### src/rtl/interp_ctrl_if.sv
// Sample handshake and CIC strobe bundle between the Tx interpolation
// sequencer, its upstream sample source and the downstream CIC stages.
interface interp_ctrl_if #(
    parameter int width = 20
);
    logic                    in_valid;
    logic signed [width-1:0] in_data;
    logic                    in_ready;
    logic signed [width-1:0] out_data;
    logic                    out_valid;
    logic                    comb_en;
    logic                    integ_en;

    modport master (
        output in_valid, in_data,
        input  in_ready, out_data, out_valid, comb_en, integ_en
    );

    modport slave (
        input  in_valid, in_data,
        output in_ready, out_data, out_valid, comb_en, integ_en
    );
endinterface

### src/rtl/interp_ctrl.sv
// Tx interpolation sequencer: one input sample per L-cycle frame, zero-stuffed
// output stream, CIC comb/integrator strobes, stop-time zero flush, underrun stats.
module interp_ctrl #(
    parameter int  L            = 8,
    parameter int  width        = 20,
    parameter int  FLUSH_FRAMES = 4,
    parameter int  CNT_W        = 16,
    localparam int PW           = $clog2(L)
) (
    input  logic             clk,
    input  logic             rst_n,
    input  logic             enable,
    input  logic             clear_stat,
    interp_ctrl_if.slave     bus,
    output logic [PW-1:0]    phase,
    output logic             busy,
    output logic             underrun,
    output logic [CNT_W-1:0] underrun_cnt
);

    localparam int FW = (FLUSH_FRAMES > 1) ? $clog2(FLUSH_FRAMES) : 1;
    localparam logic [PW-1:0] PH_LAST = PW'(L - 1);
    localparam logic [FW-1:0] FR_LAST = FW'(FLUSH_FRAMES - 1);

    typedef enum logic [1:0] {IDLE, RUN, FLUSH} state_t;

    state_t                  state, state_nxt;
    logic [PW-1:0]           phase_nxt;
    logic [FW-1:0]           frame_cnt, frame_cnt_nxt;
    logic signed [width-1:0] data_q;
    logic                    slot, frame_last, take, miss;

    assign slot       = (phase == '0);
    assign frame_last = (phase == PH_LAST);
    assign take       = (state == RUN) && slot && bus.in_valid;
    assign miss       = (state == RUN) && slot && !bus.in_valid;

    // NOTE: every always_comb output gets a default first so no path can infer a latch.
    always_comb begin
        state_nxt     = state;
        phase_nxt     = phase;
        frame_cnt_nxt = frame_cnt;
        case (state)
            IDLE: begin
                phase_nxt = '0;
                if (enable) state_nxt = RUN;
            end
            RUN: begin
                phase_nxt = frame_last ? '0 : phase + PW'(1);
                if (frame_last && !enable) begin
                    state_nxt     = FLUSH;
                    frame_cnt_nxt = '0;
                end
            end
            FLUSH: begin
                // The flush always drains its full length; enable only picks the exit.
                phase_nxt = frame_last ? '0 : phase + PW'(1);
                if (frame_last) begin
                    if (frame_cnt == FR_LAST) state_nxt = enable ? RUN : IDLE;
                    else                      frame_cnt_nxt = frame_cnt + FW'(1);
                end
            end
            default: begin
                state_nxt = IDLE;
                phase_nxt = '0;
            end
        endcase
    end

    // NOTE: sequential state uses non-blocking assignments so every register samples pre-edge values.
    always_ff @(posedge clk or negedge rst_n) begin
        if (!rst_n) begin
            state     <= IDLE;
            phase     <= '0;
            frame_cnt <= '0;
            data_q    <= '0;
        end else begin
            state     <= state_nxt;
            phase     <= phase_nxt;
            frame_cnt <= frame_cnt_nxt;
            data_q    <= take ? bus.in_data : '0;
        end
    end

    // A clear in the same cycle as an underrun wins, so that event is dropped.
    always_ff @(posedge clk or negedge rst_n) begin
        if (!rst_n) begin
            underrun     <= 1'b0;
            underrun_cnt <= '0;
        end else if (clear_stat) begin
            underrun     <= 1'b0;
            underrun_cnt <= '0;
        end else if (miss) begin
            underrun <= 1'b1;
            if (underrun_cnt != '1) underrun_cnt <= underrun_cnt + CNT_W'(1);
        end
    end

    assign busy         = (state != IDLE);
    assign bus.in_ready = (state == RUN) && slot;
    assign bus.comb_en  = busy && slot;
    assign bus.out_valid = busy;
    assign bus.integ_en = busy;
    assign bus.out_data = data_q;

endmodule

### src/flat_wrapper.sv
// flat-port wrapper written by rule: the top's interface ports become plain ports
module interp_ctrl_flat 
#(
    parameter int  L            = 8,
    parameter int  width        = 20,
    parameter int  FLUSH_FRAMES = 4,
    parameter int  CNT_W        = 16,
    localparam int PW           = $clog2(L)
)
  (clk, rst_n, enable, clear_stat, phase, busy, underrun, underrun_cnt, bus_in_valid, bus_in_data, bus_in_ready, bus_out_data, bus_out_valid, bus_comb_en, bus_integ_en);
  interp_ctrl_if #(.width(width)) bus_i ();
  input  logic clk;
  input  logic rst_n;
  input  logic enable;
  input  logic clear_stat;
  output logic [PW-1:0] phase;
  output logic busy;
  output logic underrun;
  output logic [CNT_W-1:0] underrun_cnt;
  input wire logic [$bits(bus_i.in_valid)-1:0] bus_in_valid;
  input wire logic [$bits(bus_i.in_data)-1:0] bus_in_data;
  output wire logic [$bits(bus_i.in_ready)-1:0] bus_in_ready;
  output wire logic [$bits(bus_i.out_data)-1:0] bus_out_data;
  output wire logic [$bits(bus_i.out_valid)-1:0] bus_out_valid;
  output wire logic [$bits(bus_i.comb_en)-1:0] bus_comb_en;
  output wire logic [$bits(bus_i.integ_en)-1:0] bus_integ_en;
  assign bus_i.in_valid = bus_in_valid;
  assign bus_i.in_data = bus_in_data;
  assign bus_in_ready = bus_i.in_ready;
  assign bus_out_data = bus_i.out_data;
  assign bus_out_valid = bus_i.out_valid;
  assign bus_comb_en = bus_i.comb_en;
  assign bus_integ_en = bus_i.integ_en;
  interp_ctrl #(.L(L), .width(width), .FLUSH_FRAMES(FLUSH_FRAMES), .CNT_W(CNT_W)) u_core (.clk(clk), .rst_n(rst_n), .enable(enable), .clear_stat(clear_stat), .bus(bus_i), .phase(phase), .busy(busy), .underrun(underrun), .underrun_cnt(underrun_cnt));
endmodule
### config.mk
export PLATFORM = sky130hd
export DESIGN_NAME = interp_ctrl_flat
export DESIGN_NICKNAME = d
export VERILOG_FILES = /design/src/rtl/interp_ctrl_if.sv /design/src/rtl/interp_ctrl.sv /design/src/flat_wrapper.sv
export SDC_FILE = /design/constraint.sdc
export NUM_CORES = 1
export LEC_CHECK = 0
export BUFFER_PORTS_ARGS = -buffer_cell sky130_fd_sc_hd__buf_2
export CORE_AREA = 2 2 66 68
export DETAILED_ROUTE_END_ITERATION = 10
export DIE_AREA = 0 0 68 70
export PLACE_DENSITY_LB_ADDON = 0.2
export SLEW_MARGIN = 20
export SYNTH_ARGS = -nofsm -noshare
export SYNTH_HDL_FRONTEND = slang
export SYNTH_SLANG_ARGS = --single-unit
### constraint.sdc
create_clock -name clk -period 3.3 [get_ports clk]
set_clock_uncertainty 0.15 [all_clocks]
set_input_delay 0.66 -clock clk [delete_from_list [all_inputs] [get_ports clk]]
set_output_delay 0.66 -clock clk [all_outputs]
set_load 0.02 [all_outputs]
==> run metrics, run 1 <==
status finished clean; CTS Hold Bufs 0; Critical Path AT 1.70 ns; sequential area share after synthesis 0.518; worst hold slack between 0.1 and 0.15 ns; RR Endpoint u_core.underrun_cnt[10]; PortBufs 69; CTS root buf clkbuf_8; FILL cells 349; Nets roughly 300; via count approximately 1700; setup TNS 0 ns; crit start category register; Hold WC Path Type input pin to asynchronous set/reset pin; TritonCTS Buffers 5; gpl congestion 0.767; Seq cells post-synth 44; pin count of the biggest net entering global routing 45; layout cells sized above 1 0.352; Mapped Cells 196; Initial Util 0.513; Tmin final 2.51 ns; Total GRT Usage 0.203; # clock sinks 44; DR vias/cell ~5.4; Die W a little under 70 um; Critical Path Sink Type output pin; drt pass-1 iters 4; CTS resizes 0; Post-Place Cells 308; Max Root-Sink Buffers 2; Static Leak 1.42 nW; total of max-cap violations 0; Synth-to-Final Area Change 21.5%; DR WL/cell 14.1 um; 1st-iter DRT viols 133; flop2flop setup slack 0.99 ns; max-slew violation count 0; worst r2r src u_core.state[1]; Yosys cell types 38; final hold vios 0; placed inst area 0.00248 sq mm; vias in the first global route 1573; first-pass GRT wire length 7300 um; Max Freq between 300 and 400 MHz; pwr dens ~550 mW/mm^2; Worst EP required 2.49 ns; Remaining Overflow, GRT 0; Pwr Total 0.00143 W; TritonCTS clock tree yes; RSZ-0062 raised after global routing false; Ant. Diodes 0; Detailed Place HPWL 3150 um; die footprint 0.00476 sq mm; initial antenna violation count 0; Syn Nets 231; CORE AREA 0.00414 sq mm; Synth Cell Area 0.00213 sq mm; ANT nets after route 0; DIE HEIGHT roughly 70 um; worst-path maximum fanout 13; worst-skew pair later-pin latency 0.30 ns; Post-Layout Cell Count 316; Design Area, Final 0.00258 sq mm; DRC viols 0; final period utilization 0.760; FP Rows 24; YS warnings 0; WS Path Type register to output pin; worst slew pin tran ~0.47 ns; Max rail drop VDD between 0.4 and 0.5 mV; R2R depth 6; Rel. slew slack 0.689; synthesized area per cell between 10 and 15 sq um; number of post-CTS setup repair buffers 0; # IOs 70; Final Setup Violations 0; Reg clk slew, reported paths 0.08 ns; H-tree depth 2; drt total wl roughly 4500 um
==> cell usage in the layout, fill, tap and decap left out, types with 3 or more instances in the layout <==
master    instances
o21ai_0           8
dfrtp_1          44
a21oi_1          12
nor2_1            7
buf_2            69
and3_1           23
inv_1             9
mux2_2            4
clkbuf_8          5
nor2b_1           4
nand3_1           7
or4_1             6
nand4_1           3
nand2_1          11
o31ai_1           8
nor4_1            3
ha_1             10
==> worst max path at each step <==
stage                    start                       to  slack, ns  cells after the start
2_1_floorplan  u_core.phase[0]             bus_in_ready       1.24                      4
3_3_place_gp      bus_in_valid  u_core.underrun_cnt[13]       0.91                      5
3_5_place_dp      bus_in_valid  u_core.underrun_cnt[13]       0.87                      5
4_1_cts        u_core.state[1]             bus_in_ready       0.76                      4
5_1_grt        u_core.state[1]             bus_in_ready       0.65                      4
6_report       u_core.state[1]             bus_in_ready       0.79                      4
==> worst max-delay path, cell delays in order (launching register included) <==
cell and delay [ns]:
dfrtp_1 0.40, inv_1 0.12, ha_1 0.23, and3b_1 0.42
buf_2 0.24
==> cells in the mapped netlist <==
cell type  number  area (sq um)
a21boi_0        1          7.51
a21oi_1        12          60.1
a222oi_1        1          10.0
a22o_1          2          17.5
and2_1          2          12.5
and3_1         23           144
and3b_1         1          8.76
and4_2          2          20.0
and4bb_2        1          12.5
buf_2           2          10.0
buf_4           3          22.5
buf_6           2          22.5
clkbuf_1        4          15.0
dfrtp_1        44          1100
ha_1           10           125
inv_1           9          33.8
mux2_2          4          45.0
nand2_1        11          41.3
nand2b_1        2          12.5
nand2b_2        1          8.76
nand3_1         7          35.0
nand4_1         3          18.8
nand4_4         1          21.3
nor2_1          7          26.3
nor2b_1         4          25.0
nor3_1          1          5.00
nor3b_1         2          15.0
nor4_1          3          18.8
nor4_4          1          21.3
o21ai_0         8          40.0
o21bai_1        1          7.51
o311a_1         1          10.0
o31ai_1         8          60.1
or2_4           1          8.76
or3_1           2          12.5
or3_2           1          7.51
or4_1           6          45.0
or4_2           2          17.5
==> per-stage QoR <==
stage / utilization / setup WS (ns)
2_1_floorplan: - / 1.24
3_3_place_gp: 0.599 / 0.911
3_5_place_dp: 0.599 / 0.869
4_1_cts: 0.618 / 0.764
5_1_grt: 0.623 / 0.652
6_report: 0.623 / 0.793
==> power breakdown <==
group / leakage, nW / internal, W / switching, W
sequential: 0.606 / 0.000601 / 0.0000365
clock: 0.0400 / 0.000143 / 0.000179
combinational: 0.772 / 0.000169 / 0.000298
==> kinds of logic (layout without fill, tap and decap cells) <==
| logic type | Yosys count | count (layout) | synth area share |
|---|---|---|---|
| flops | 44 | 44 | 0.518 |
| compound gates | 34 | 34 | 0.100 |
| buf+inv | 20 | 88 | 0.0488 |
| mux | 4 | 4 | 0.0212 |
| simple gates | 84 | 84 | 0.253 |
| fa+ha+maj | 10 | 10 | 0.0589 |
==> state kept, by name, indices dropped and copies added (netlist names) <==
name / flops
u_core.bus.out_data: 20
u_core.frame_cnt: 2
u_core.phase: 3
u_core.state: 2
u_core.underrun: 1
u_core.underrun_cnt: 16
==> per-layer routing <==
layer,track usage,routed length (um)
met3,0.0580,234
met5,0,0
met1,0.271,1940
met2,0.312,2200
met4,0.0733,89
==> area by class of cell <==
type                    instances  area (sq um)  share of cell area
flip-flops and latches         44          1100               0.426
multi-input cells             132           921               0.357
repair buffers                 72           380               0.147
clock buffers                   5          68.8              0.0266
well taps                      52          65.1              0.0252
inverters                       9          33.8              0.0131
clock inverters                 2          12.5             0.00484
Power figures use the tool's default switching activity.
==> run 2, diff against run 1 <==
--- a/config.mk
+++ b/config.mk
@@ -5,10 +5,11 @@
 export SDC_FILE = /design/constraint.sdc
 export NUM_CORES = 1
 export LEC_CHECK = 0
+export ABC_AREA = 1
 export BUFFER_PORTS_ARGS = -buffer_cell sky130_fd_sc_hd__buf_2
-export CORE_AREA = 2 2 66 68
+export CORE_AREA = 2 2 70 72
 export DETAILED_ROUTE_END_ITERATION = 10
-export DIE_AREA = 0 0 68 70
+export DIE_AREA = 0 0 72 74
 export PLACE_DENSITY_LB_ADDON = 0.2
 export SLEW_MARGIN = 20
 export SYNTH_ARGS = -nofsm -noshare
==> constraint.sdc (replaced) <==
create_clock -name clk -period 2.5 [get_ports clk]
set_clock_uncertainty 0.15 [all_clocks]
set_input_delay 0.5 -clock clk [delete_from_list [all_inputs] [get_ports clk]]
set_output_delay 0.5 -clock clk [all_outputs]
set_load 0.02 [all_outputs]
==> run 2 against run 1 <==
Against the previous run: the run now ends with negative hold slack left; sequential power increased by 32%; utilization decreased by 3.6 points; highest routed layer unchanged; design area is 4.6% higher; worst setup slack got worse by 0.36 ns; combinational power up 31%; largest cell class unchanged.
==> run metrics, run 2 <==
status complete, but fails checks (was finished clean); violated checks negative hold slack; Tmin final 2.06 ns; Synth top area share 0.501 (was 0.518); Ant. Diodes 0 (unchanged); worst hold slack -0.00410 ns (was 0.103 ns); commonest non-fill, non-tap cell in the layout buf_2 (unchanged); pin count of the biggest net entering global routing 22 (was 45); TritonCTS clock tree yes (unchanged); most frequent cells in the layout buf_2 (69), nand2_1 (67), inv_1 (45), nor2_1 (44), dfrtp_1 (44) (was buf_2 (69), dfrtp_1 (44), and3_1 (23), a21oi_1 (12), nand2_1 (11)); CTS root buf clkbuf_8 (unchanged); drt pass-1 iters 4 (unchanged); most frequent CP cell inv_1; FILL cells 440 (was 349); YS warnings 0 (unchanged); Worst EP required 1.85 ns (was 2.49 ns); FFs w/ async S/R, synth 1.00 (unchanged); ANT nets after route 0 (unchanged); worst-skew pair later-pin latency 0.29 ns (was 0.30 ns); WS Path Type register to output pin (unchanged); Top FF cell, synth dfrtp_1 (unchanged); DR WL/cell 11.2 um (was 14.1 um); crit start category register (unchanged); # IOs 70 (unchanged); die footprint 0.00533 sq mm (was 0.00476 sq mm); synth cell count leaders nand2_1 (67), inv_1 (45), dfrtp_1 (44), nor2_1 (44) (was dfrtp_1 (44), and3_1 (23), a21oi_1 (12)); final period utilization 0.825; RSZ-0062 raised after global routing false (unchanged); PortBufs 69 (unchanged); Max rail drop VDD 0.414 mV (was 0.490 mV); worst-path maximum fanout 4 (was 13); Nets 377 (was 299); Static Leak 1.57 nW (was 1.42 nW); Seq cells post-synth 44 (unchanged); Syn Nets 304 (was 231); final hold vios 14 (was 0); gpl congestion 0.779 (was 0.767); worst slew pin tran 0.633 ns (was 0.467 ns); Max Root-Sink Buffers 2 (unchanged); total of max-cap violations 0 (unchanged); cells along the critical path inv_1 -> ha_1 -> nand3_1 -> inv_1 -> buf_2 (was inv_1 -> ha_1 -> and3b_1 -> buf_2); Synth Cell Area 0.00220 sq mm (was 0.00213 sq mm); sequential area share after synthesis 0.501 (was 0.518); CTS resizes 0 (unchanged); DRC viols 0 (unchanged); final core utilization 0.587 (was 0.623); FP Rows 25 (was 24); Crit path largest cell delay 0.41 ns (was 0.42 ns); max-slew violation count 0 (unchanged); drt total wl 4450 um (was 4470 um); Yosys cell types 27 (was 38); max reg flops 20 (unchanged); Synth-to-Final Area Change 23.0% (was 21.5%); CORE AREA 0.00460 sq mm (was 0.00414 sq mm); Initial Util 0.478 (was 0.513); Critical Path AT 1.41 ns (was 1.70 ns); pwr dens 739 mW/mm^2 (was 552 mW/mm^2); # clock sinks 44 (unchanged); setup TNS 0 ns (unchanged); Detailed Place HPWL 3490 um (was 3150 um); Die W 72 um (was 68 um); cell with the most instances after synthesis nand2_1 (was dfrtp_1); Critical Path Sink Type output pin (unchanged); TritonCTS Buffers 5 (unchanged); Max Freq 485 MHz; number of post-CTS setup repair buffers 0 (unchanged); Remaining Overflow, GRT 0 (unchanged); 1st-iter DRT viols 75 (was 133); H-tree depth 2 (unchanged); Hold WC Path Type input pin to asynchronous set/reset pin (unchanged); placed inst area 0.00259 sq mm (was 0.00248 sq mm); Total GRT Usage 0.187 (was 0.203); EDFF count, synth 0 (unchanged); initial antenna violation count 0 (unchanged); DR vias/cell 4.68 (was 5.39); Final Setup Violations 0 (unchanged); Reg clk slew, reported paths 0.08 ns (about the same); synthesized area per cell 8.16 sq um (was 10.8 sq um); CTS Hold Bufs 0 (unchanged); layout cells sized above 1 0.268 (was 0.352); first-pass GRT wire length 7750 um (was 7300 um); vias in the first global route 1768 (was 1573); CP max-delay cell dfrtp_1 (was and3b_1); post-synth top area cell dfrtp_1 (unchanged); via count 1856 (was 1703); top area cells in the synthesized netlist dfrtp_1 (50%), nand2_1 (11%), inv_1 (7.7%), nor2_1 (7.5%), ha_1 (5.7%) (was dfrtp_1 (52%), and3_1 (6.8%), ha_1 (5.9%), a21oi_1 (2.8%), o31ai_1 (2.8%)); DIE HEIGHT 74 um (was 70 um); Design Area, Final 0.00270 sq mm (was 0.00258 sq mm); Rel. slew slack 0.577 (was 0.689); Mapped Cells 269 (was 196)
run 2: final timing paths:
kind,start,to,slack (ns),cells past startpoint
max,u_core.state[1],bus_in_ready,0.44,5
min,rst_n,u_core.frame_cnt[1],-0.004,1
max reg2reg,u_core.state[1],u_core.underrun_cnt[5],0.55,9
min reg2reg,u_core.frame_cnt[0],u_core.frame_cnt[0],0.34,1
max in group asynchronous,rst_n,u_core.bus.out_data[6],1.64,2
min in group clk,clear_stat,u_core.underrun,0.25,2
run 2: cell families (layout without fill, tap and decap cells):
family | Yosys count | in the layout | share of synthesized area
multiplexers | 1 | 1 | 0.00456
flip-flops | 44 | 44 | 0.501
AND/OR/NAND/NOR | 133 | 133 | 0.254
adder cells (fa/ha/maj) | 10 | 10 | 0.0570
buffers and inverters | 52 | 126 | 0.0963
AO/OA/AOI/OAI | 23 | 23 | 0.0627
XOR/XNOR | 6 | 6 | 0.0239
run 2: final cells by class:
type                    count  area (sq um)  area share
clock buffers               5          68.8      0.0255
clock inverters             3          42.5      0.0157
inverters                  47           178      0.0658
multi-input cells         173           883       0.327
flip-flops and latches     44          1100       0.408
well taps                  54          67.6      0.0250
repair buffers             71           360       0.133
run 2: worst max-delay path, delay by kind of cell, from the launching register on:
family,cells,cell delay (ns)
adder cells (fa/ha/maj),1,0.20
buffers and inverters,3,0.39
flip-flops,1,0.41
AND/OR/NAND/NOR,1,0.13
run 2: per-stage QoR:
stage	setup WS (ns)	cells	power [W]	hold WS [ns]
detailed placement	0.546	389	0.00148	0.332
global placement	0.675	389	0.00146	0.321
floorplan	0.719	269	0.00130	0.0544
global route	0.317	397	0.00214	0.0223
CTS	0.417	397	0.00202	0.0105
finish	0.436	397	0.00200	-0.00410
run 2: routing by layer:
layer,global-route usage,vias to the layer above,part of all wire
met5,0,-,0
met2,0.296,86,0.44
li1,-,951,-
met3,0.0623,7,0.089
met4,0.0713,0,0.017
met1,0.241,812,0.45
run 2: power by group:
group,switching [W],total [W],leakage (nW),internal [W]
sequential,0.0000501,0.000843,0.597,0.000793
clock,0.000245,0.000541,0.0541,0.000296
combinational,0.000408,0.000612,0.919,0.000204
==> run 3, diff against run 2 <==
==> constraint.sdc (replaced) <==
create_clock -name clk -period 2 [get_ports clk]
set_clock_uncertainty 0.15 [all_clocks]
set_input_delay 0.4 -clock clk [delete_from_list [all_inputs] [get_ports clk]]
set_output_delay 0.4 -clock clk [all_outputs]
set_load 0.02 [all_outputs]
==> run 3 against run 2 <==
Against the previous run: the run now ends clean; flip-flop and latch count stayed put; wire length grew 2.7%; register-to-register slack got worse by 0.32 ns; first-iteration DRC count grew 65%; global-route usage up 0.087 points; utilization is 0.84 points higher; clock power up 24%.
==> run metrics, run 3 (same netlist as run 2, synthesis figures left out) <==
WS Path Type register to output pin (unchanged); FP Rows 25 (unchanged); Die W 72 um (unchanged); Max Root-Sink Buffers 2 (unchanged); PortBufs 69 (unchanged); # IOs 70 (unchanged); Remaining Overflow, GRT 0 (unchanged); Static Leak 1.58 nW (was 1.57 nW); worst-path maximum fanout 4 (unchanged); Crit path largest cell delay 0.42 ns (was 0.41 ns); total of max-cap violations 0 (unchanged); Initial Util 0.478 (unchanged); drt total wl 4570 um (was 4450 um); number of post-CTS setup repair buffers 0 (unchanged); pin count of the biggest net entering global routing 45 (was 22); cells along the critical path inv_2 -> ha_2 -> nand3_1 -> inv_1 -> buf_4 (was inv_1 -> ha_1 -> nand3_1 -> inv_1 -> buf_2); final period utilization 0.950; worst-skew pair later-pin latency 0.30 ns (was 0.29 ns); Detailed Place HPWL 3370 um (was 3490 um); DIE HEIGHT 74 um (unchanged); CORE AREA 0.00460 sq mm (unchanged); die footprint 0.00533 sq mm (unchanged); Post-Layout Cell Count 399 (was 397); DR WL/cell 11.4 um (was 11.2 um); Max rail drop VDD 0.678 mV (was 0.414 mV); layout cells sized above 1 0.272 (was 0.268); gpl congestion 0.801 (was 0.779); drt pass-1 iters 4 (unchanged); max reg flops 20 (unchanged); Total GRT Usage 0.188 (was 0.187); worst slew pin tran 0.405 ns (was 0.633 ns); DRC viols 0 (unchanged); metal3 WL 324 um (was 397 um); Post-Place Cells 390 (was 389); max layer used met4 (unchanged); DR vias/cell 4.69 (was 4.68); Critical Path AT 1.35 ns (was 1.41 ns); 1st-iter DRT viols 124 (was 75); routed wl met2 2100 um (was 1970 um); Hold WC Path Type input pin to register (was input pin to asynchronous set/reset pin); vias in the first global route 1766 (was 1768); final hold vios 0 (was 14); Worst EP required 1.45 ns (was 1.85 ns); status finished clean (was complete, but fails checks); Ant. Diodes 0 (unchanged); Nets 379 (was 377); H-tree depth 2 (unchanged); first-pass GRT wire length 7730 um (was 7750 um); Final Setup Violations 0 (unchanged); setup TNS 0 ns (unchanged); initial antenna violation count 0 (unchanged); Reg clk slew, reported paths 0.08 ns (about the same); Tmin final around 1.9 ns; crit start category register (unchanged); via count 1870 (was 1856); TritonCTS Buffers 5 (unchanged); TritonCTS clock tree yes (unchanged); wl on met1 2080 um (was 2000 um); ANT nets after route 0 (unchanged); # clock sinks 44 (unchanged); Rel. slew slack 0.727 (was 0.577); most frequent cells in the layout nand2_1 (67), buf_2 (67), inv_1 (44), nor2_1 (44), dfrtp_1 (44) (was buf_2 (69), nand2_1 (67), inv_1 (45), nor2_1 (44), dfrtp_1 (44)); Max Freq 527 MHz; RSZ-0062 raised after global routing false (unchanged); Critical Path Sink Type output pin (unchanged); Synth-to-Final Area Change 24.8% (was 23.0%); pwr dens 922 mW/mm^2 (was 739 mW/mm^2); max-slew violation count 0 (unchanged); CP max-delay cell dfrtp_1 (unchanged); CTS root buf clkbuf_8 (unchanged)
## run 3: changes by cell type in the layout (fill, tap and decap cells not counted), sizes merged
cell / previous run / this run
dlygate4sd3: 0 / 1
clkbuf: 5 / 6
buf: 71 / 72
clkinvlp: 1 / 0
## run 3: path summary, 6_finish.rpt
| path | end | slack [ns] | from | depth (start not counted) |
|---|---|---|---|---|
| hold / removal | u_core.bus.out_data[1] | 0.15 | bus_in_data[1] | 3 |
| setup reg to reg | u_core.underrun_cnt[10] | 0.23 | u_core.underrun_cnt[0] | 8 |
| min in group asynchronous | u_core.frame_cnt[0] | 0.45 | rst_n | 3 |
| max in group asynchronous | u_core.phase[1] | 1.04 | rst_n | 3 |
| hold reg to reg | u_core.frame_cnt[0] | 0.34 | u_core.frame_cnt[0] | 1 |
| setup / recovery | bus_in_ready | 0.10 | u_core.state[1] | 5 |
## run 3: power by group
part	total, W	leakage (nW)	internal [W]	switching (W)
combinational	0.000798	0.931	0.000282	0.000516
sequential	0.00106	0.597	0.000991	0.0000675
clock	0.000671	0.0552	0.000371	0.000300
total	0.00253	1.58	0.00164	0.000883
## run 3: layout make-up
type	count	area, sq um
fill	424	1860
sequential	44	1100
multi-input combinational	173	891
timing repair buffer	73	395
inverter	47	178
clock buffer	6	72.6
tap	54	67.6
clock inverter	2	35.0
## run 3: what timing repair did
action / CTS / global route
hold endpoints to repair: 44 / 0
setup endpoints to repair: 0 / 3
hold buffers: 1 / 0
gates resized for setup: 0 / 5
## run 3: layer usage
| metal | up-vias | track usage |
|---|---|---|
| met2 | 58 | 0.312 |
| li1 | 961 | - |
| met1 | 844 | 0.234 |
| met4 | 0 | 0.0629 |
| met3 | 7 | 0.0623 |
| met5 | - | 0 |
## run 3: worst max-delay path: cells and delay by family, from the launching register on
| kind | cells | cell delay, ns |
|---|---|---|
| buffers and inverters | 3 | 0.32 |
| flip-flops | 1 | 0.42 |
| adder cells (fa/ha/maj) | 1 | 0.20 |
| AND/OR/NAND/NOR | 1 | 0.11 |
## run 3: per-stage QoR
step / util / hold slack [ns] / power (W) / instance area [sq um] / setup WS [ns]
6_report: 0.596 / 0.152 / 0.00253 / 2740 / 0.101
5_1_grt: 0.596 / 0.152 / 0.00269 / 2740 / 0.00644
4_1_cts: 0.593 / 0.144 / 0.00254 / 2730 / 0.0107
2_1_floorplan: - / -0.0456 / 0.00162 / 2200 / 0.219
3_3_place_gp: 0.568 / 0.248 / 0.00184 / 2610 / 0.261
3_5_place_dp: 0.568 / 0.248 / 0.00186 / 2610 / 0.196
